$ cat src/rtl/dmem_arb_pkg.sv
// Shared definitions for the data-memory arbiter: FSM states, port
// encodings and the tie-break helper used by the two-port arbiter.
package dmem_arb_pkg;

   typedef enum logic [1:0] {
      IDLE    = 2'd0,
      ISSUE   = 2'd1,
      CAPTURE = 2'd2,
      RESP    = 2'd3
   } arb_state_t;

   localparam logic PORT_CORE   = 1'b0;
   localparam logic PORT_LOADER = 1'b1;

   // Winner when both ports request in the same cycle.
   function automatic logic tie_winner(input logic last_owner, input logic fixed_prio);
      if (fixed_prio) begin
         return PORT_LOADER;
      end else begin
         return ~last_owner;
      end
   endfunction

endpackage

$ cat src/rtl/dmem_arbiter_rr_arbiter2.sv
// Combinational two-port arbiter: round-robin on ties, or loader-wins
// when fixed priority is selected.
module rr_arbiter2
   import dmem_arb_pkg::*;
(
   input  logic req0,
   input  logic req1,
   input  logic last_owner,
   input  logic fixed_prio,
   output logic winner,
   output logic any_req
);

   // Select the winning port from the current requests.
   always_comb begin
      winner  = PORT_CORE;
      any_req = req0 | req1;
      if (req0 && req1) begin
         winner = tie_winner(last_owner, fixed_prio);
      end else if (req1) begin
         winner = PORT_LOADER;
      end else begin
         winner = PORT_CORE;
      end
   end

endmodule

$ cat src/rtl/dmem_arbiter.sv
// Data-memory arbiter: shares a single-port memory between the core
// load/store path (port 0) and the loader/debug path (port 1). One access
// is sequenced every four cycles; busy lets the core stall its PC.
module dmem_arbiter
   import dmem_arb_pkg::*;
#(
   parameter int ADDR_W     = 10,
   parameter int DATA_W     = 32,
   parameter int FIXED_PRIO = 0
)
(
   input  logic              clock,
   input  logic              reset,
   input  logic              req0,
   input  logic              we0,
   input  logic [ADDR_W-1:0] addr0,
   input  logic [DATA_W-1:0] wdata0,
   output logic              gnt0,
   output logic              rvalid0,
   output logic [DATA_W-1:0] rdata0,
   input  logic              req1,
   input  logic              we1,
   input  logic [ADDR_W-1:0] addr1,
   input  logic [DATA_W-1:0] wdata1,
   output logic              gnt1,
   output logic              rvalid1,
   output logic [DATA_W-1:0] rdata1,
   output logic              mem_en,
   output logic              mem_we,
   output logic [ADDR_W-1:0] mem_addr,
   output logic [DATA_W-1:0] mem_wdata,
   input  logic [DATA_W-1:0] mem_rdata,
   output logic              busy
);

   localparam logic FIXED_PRIO_B = (FIXED_PRIO != 0);

   arb_state_t        state_r;
   logic              owner_r;
   logic              last_owner_r;
   logic              we_r;
   logic [ADDR_W-1:0] addr_r;
   logic [DATA_W-1:0] wdata_r;
   logic [DATA_W-1:0] rdata0_r;
   logic [DATA_W-1:0] rdata1_r;
   logic              rvalid0_r;
   logic              rvalid1_r;
   logic              mem_en_r;
   logic              mem_we_r;

   logic              winner_s;
   logic              any_req_s;
   logic              gnt0_s;
   logic              gnt1_s;

   rr_arbiter2 u_rr_arbiter2 (
      .req0       (req0),
      .req1       (req1),
      .last_owner (last_owner_r),
      .fixed_prio (FIXED_PRIO_B),
      .winner     (winner_s),
      .any_req    (any_req_s)
   );

   // Grants are only issued from IDLE and are suppressed while reset is held.
   always_comb begin
      gnt0_s = 1'b0;
      gnt1_s = 1'b0;
      if (reset && (state_r == IDLE) && any_req_s) begin
         gnt0_s = (winner_s == PORT_CORE);
         gnt1_s = (winner_s == PORT_LOADER);
      end else begin
         gnt0_s = 1'b0;
         gnt1_s = 1'b0;
      end
   end

   // Access sequencer: latch the winner, strobe memory, capture, respond.
   always_ff @(posedge clock) begin
      if (!reset) begin
         state_r      <= IDLE;
         owner_r      <= PORT_CORE;
         last_owner_r <= PORT_LOADER;
         we_r         <= 1'b0;
         addr_r       <= {ADDR_W{1'b0}};
         wdata_r      <= {DATA_W{1'b0}};
         rdata0_r     <= {DATA_W{1'b0}};
         rdata1_r     <= {DATA_W{1'b0}};
         rvalid0_r    <= 1'b0;
         rvalid1_r    <= 1'b0;
         mem_en_r     <= 1'b0;
         mem_we_r     <= 1'b0;
      end else begin
         mem_en_r  <= 1'b0;
         mem_we_r  <= 1'b0;
         rvalid0_r <= 1'b0;
         rvalid1_r <= 1'b0;
         case (state_r)
            IDLE: begin
               if (any_req_s) begin
                  owner_r      <= winner_s;
                  last_owner_r <= winner_s;
                  if (winner_s == PORT_LOADER) begin
                     we_r     <= we1;
                     addr_r   <= addr1;
                     wdata_r  <= wdata1;
                     mem_we_r <= we1;
                  end else begin
                     we_r     <= we0;
                     addr_r   <= addr0;
                     wdata_r  <= wdata0;
                     mem_we_r <= we0;
                  end
                  mem_en_r <= 1'b1;
                  state_r  <= ISSUE;
               end else begin
                  state_r <= IDLE;
               end
            end
            ISSUE: begin
               state_r <= CAPTURE;
            end
            CAPTURE: begin
               if (!we_r) begin
                  if (owner_r == PORT_LOADER) begin
                     rdata1_r <= mem_rdata;
                  end else begin
                     rdata0_r <= mem_rdata;
                  end
               end
               rvalid0_r <= (owner_r == PORT_CORE);
               rvalid1_r <= (owner_r == PORT_LOADER);
               state_r   <= RESP;
            end
            RESP: begin
               state_r <= IDLE;
            end
            default: begin
               state_r <= IDLE;
            end
         endcase
      end
   end

   assign gnt0      = gnt0_s;
   assign gnt1      = gnt1_s;
   assign rvalid0   = rvalid0_r;
   assign rvalid1   = rvalid1_r;
   assign rdata0    = rdata0_r;
   assign rdata1    = rdata1_r;
   assign mem_en    = mem_en_r;
   assign mem_we    = mem_we_r;
   assign mem_addr  = addr_r;
   assign mem_wdata = wdata_r;
   assign busy      = (state_r != IDLE);

endmodule

$ cat config.mk
export PLATFORM = sky130hd
export DESIGN_NAME = dmem_arbiter
export DESIGN_NICKNAME = d
export VERILOG_FILES = /design/src/rtl/dmem_arb_pkg.sv /design/src/rtl/dmem_arbiter_rr_arbiter2.sv /design/src/rtl/dmem_arbiter.sv
export SDC_FILE = /design/constraint.sdc
export NUM_CORES = 1
export LEC_CHECK = 0
export CORE_ASPECT_RATIO = 0.8
export CORE_MARGIN = 2
export CORE_UTILIZATION = 40
export DETAILED_ROUTE_END_ITERATION = 6
export PLACE_DENSITY = 0.91
export REMOVE_ABC_BUFFERS = 1
export SYNTH_ARGS = -nofsm -noshare
export SYNTH_HDL_FRONTEND = slang
export SYNTH_HIERARCHICAL = 1
export SYNTH_SLANG_ARGS = --single-unit
$ cat constraint.sdc
create_clock -name clock -period 1.8 [get_ports clock]
set_clock_uncertainty 0.1 [all_clocks]
set_input_delay 0.27 -clock clock [delete_from_list [all_inputs] [get_ports clock]]
set_output_delay 0.27 -clock clock [all_outputs]
set_load 0.02 [all_outputs]
==> summary.md <==
| Metric | Value |
|---|---|
| Tmin final | `between 1.5 and 2 ns` |
| Max H-tree Level | `4` |
| Gp weighted congestion | `0.845` |
| Yosys warns | `6` |
| Clock tree sinks | `115` |
| Synth Register Bits | `roughly 120` |
| Largest cells by area after synthesis | `dfxtp_1 (50%), mux2i_1 (23%), o2bb2ai_1 (8.1%)` |
| Share of cells above drive strength 1 | `0.0889` |
| Post-Place Cells | `786` |
| Synth async-reset ratio | `0` |
| Starting Density | `0.406` |
| Crit-path slowest cell | `clkdlybuf4s50_1` |
| IO Port Bufs | `between 200 and 250` |
| Pins Over Slew Limit | `0` |
| Num CTS Buffers | `17` |
| Unrepaired setup endpoints after global routing | `yes` |
| Routed vias | `between 3000 and 4000` |
| Top-count cell post-synth | `dfxtp_1` |
| Maxcap violations | `0` |
| ANT cells | `0` |
| Worst EP required | `1.43 ns` |
| Mapped Area | `0.00463 mm²` |
| Setup_tns | `0 ns` |
| Post-synth top cells | `dfxtp_1 (115), mux2i_1 (108), nand2_1 (97)` |
| Synthesized area per cell | `10.9 µm²` |
| CTS clk-pin slew, worst paths | `0.05 ns` |
| Final hold vios | `0` |
| R2R Setup Slk | `~0.090 ns` |
| Worst min path class | `primary input to flop` |
| Leak | `roughly 0.0032 µW` |
| Worst setup EP type | `primary output` |
| Seq/Total Area, Yosys | `0.498` |
| Syn Inst Count | `between 400 and 500` |
| Peak VDD IR | `about 0.00069 V` |
| Die X | `about 120 µm` |
| Core outline area | `0.0114 mm²` |
| Crit path cell chain | `clkdlybuf4s50_1 -> inv_1 -> a31oi_4 -> inv_1 -> nor2_1 -> buf_4` |
| CP dominant cell by count | `inv_1` |
| Largest area contributor in the synthesized netlist | `dfxtp_1` |
| Tot GR Track Use | `0.206` |
| Main synth FF type | `dfxtp_1` |
| Crit share post-route | `0.988` |
| Area growth from synthesis to final layout | `67.3%` |
| Die footprint | `0.0124 mm²` |
| Clk buf depth | `2` |
| DR DRC count | `0` |
| Synth cell types | `23` |
| Cell row count | `35` |
| Largest net degree at the start of global routing | `102` |
| Routed Antenna Nets | `0` |
| Status | `complete, no violations` |
| Wire per inst | `16.0 µm` |
| Post-DP HPWL | `between 9000 and 10000 µm` |
| First-pass GRT wire length | `20500 µm` |
| Routed WL | `~13000 µm` |
| Top cell type's share of synthesized area | `0.498` |
| Non-Filler Instances | `823` |
| # IOs | `235` |
| EDFF count, synth | `0` |
| First-pass iteration count of the detailed router | `4` |
| Final #Nets | `787` |
| Final setup violation count | `0` |
| Antenna violations before repair | `0` |
| Clk_lat worst skew | `~0.39 ns` |
| Vias in the first global route | `4130` |
| Initial DRC count | `100` |
| Vias per cell | `roughly 4.9` |
| Filler Cell Count | `875` |
| CTS tree | `yes` |
| Remaining global-route overflow | `0` |
| Root buf cell | `clkbuf_16` |
| Die H | `100 µm` |
| PwrDens | `between 1000 and 1500 mW/mm²` |
| WS Path Type | `primary input to primary output` |
| Critical Path Fanout Max | `4` |
| Slowest cell delay on critical path | `0.49 ns` |
| Startpoint type of the worst setup path | `primary input` |
| Critical path arrival | `1.41 ns` |
| Max Clock Freq | `roughly 560 MHz` |
## power breakdown
part,switching (µW),internal [µW]
sequential,148,2810
combinational,909,1010
clock,1100,2460
## repair_timing
action	CTS	global route
pin swaps	0	2
gates resized for setup	14	6
setup endpoints to repair	17	12
hold endpoints to repair	0	0
setup buffers	0	3
gates cloned	0	2
hold buffers	0	0
## worst paths after layout
| path | from | to | cells after the start |
|---|---|---|---|
| max | req1 | gnt1 | 6 |
| min | reset | rvalid0$_SDFF_PN0_ | 4 |
| max reg2reg | state_r[0]$_SDFF_PN0_ | rdata0[20]$_SDFFE_PN0P_ | 7 |
| min reg2reg | rdata1[31]$_SDFFE_PN0P_ | rdata1[31]$_SDFFE_PN0P_ | 2 |
## worst max-delay path, delay by kind of cell
kind,cells,cell delay [ns]
compound gates,1,0.23
buf+inv,4,0.81
simple gates,1,0.10
## cells in the final DEF, fill, tap and decap left out, types with 4 or more instances in the layout
master	synthesis	routed
mux2i_1	108	108
clkdlybuf4s50_1	0	229
inv_1	8	8
buf_4	2	12
clkbuf_16	0	19
nand2_1	97	97
dfxtp_1	115	115
bufinv_16	0	4
buf_12	6	5
clkbuf_8	0	4
o2bb2ai_1	43	43
## flip-flops by register name, summed over array words and instances, names as in the netlist
| register | count |
|---|---|
| owner_r | 1 |
| rvalid0 | 1 |
| we_r | 1 |
| mem_wdata | 32 |
| rdata1 | 32 |
| rvalid1 | 1 |
| mem_addr | 10 |
| last_owner_r | 1 |
| mem_we | 1 |
| mem_en | 1 |
| rdata0 | 32 |
| state_r | 2 |
## per-stage QoR
stage	cell area [µm²]	utilization	hold WS [ns]	setup slack (ns)	total power (µW)
after CTS	7640	0.671	0.249	0.00992	8440
after global placement	7010	0.615	0.343	-0.428	4800
after global routing	7740	0.680	0.344	-0.0197	8770
after detailed placement	7010	0.615	0.346	-0.490	4860
final	7740	0.680	0.306	0.0221	8440
after floorplan	4300	-	0.292	-2.75	3850
## kinds of logic after synthesis
group           Yosys count  synth area share
compound gates           47            0.0903
fa+ha+maj                 3           0.00812
buf+inv                  41            0.0763
flops                   115             0.498
mux                     108             0.234
other cells               1          0.000811
simple gates            108            0.0930
## cell type report
class | instances | area [µm²] | share of cell area
clock buffers | 23 | 488 | 0.0631
inverters | 8 | 30.0 | 0.00388
well taps | 148 | 185 | 0.0239
repair buffers | 253 | 2580 | 0.334
clock inverters | 9 | 150 | 0.0194
multi-input cells | 267 | 2000 | 0.259
flip-flops and latches | 115 | 2300 | 0.297
## metal layers
metal  track usage  part of all wire
met5             0                 0
met1         0.232              0.41
met4        0.0778             0.019
met3        0.0570             0.044
met2         0.376              0.52
Power figures use the tool's default switching activity.
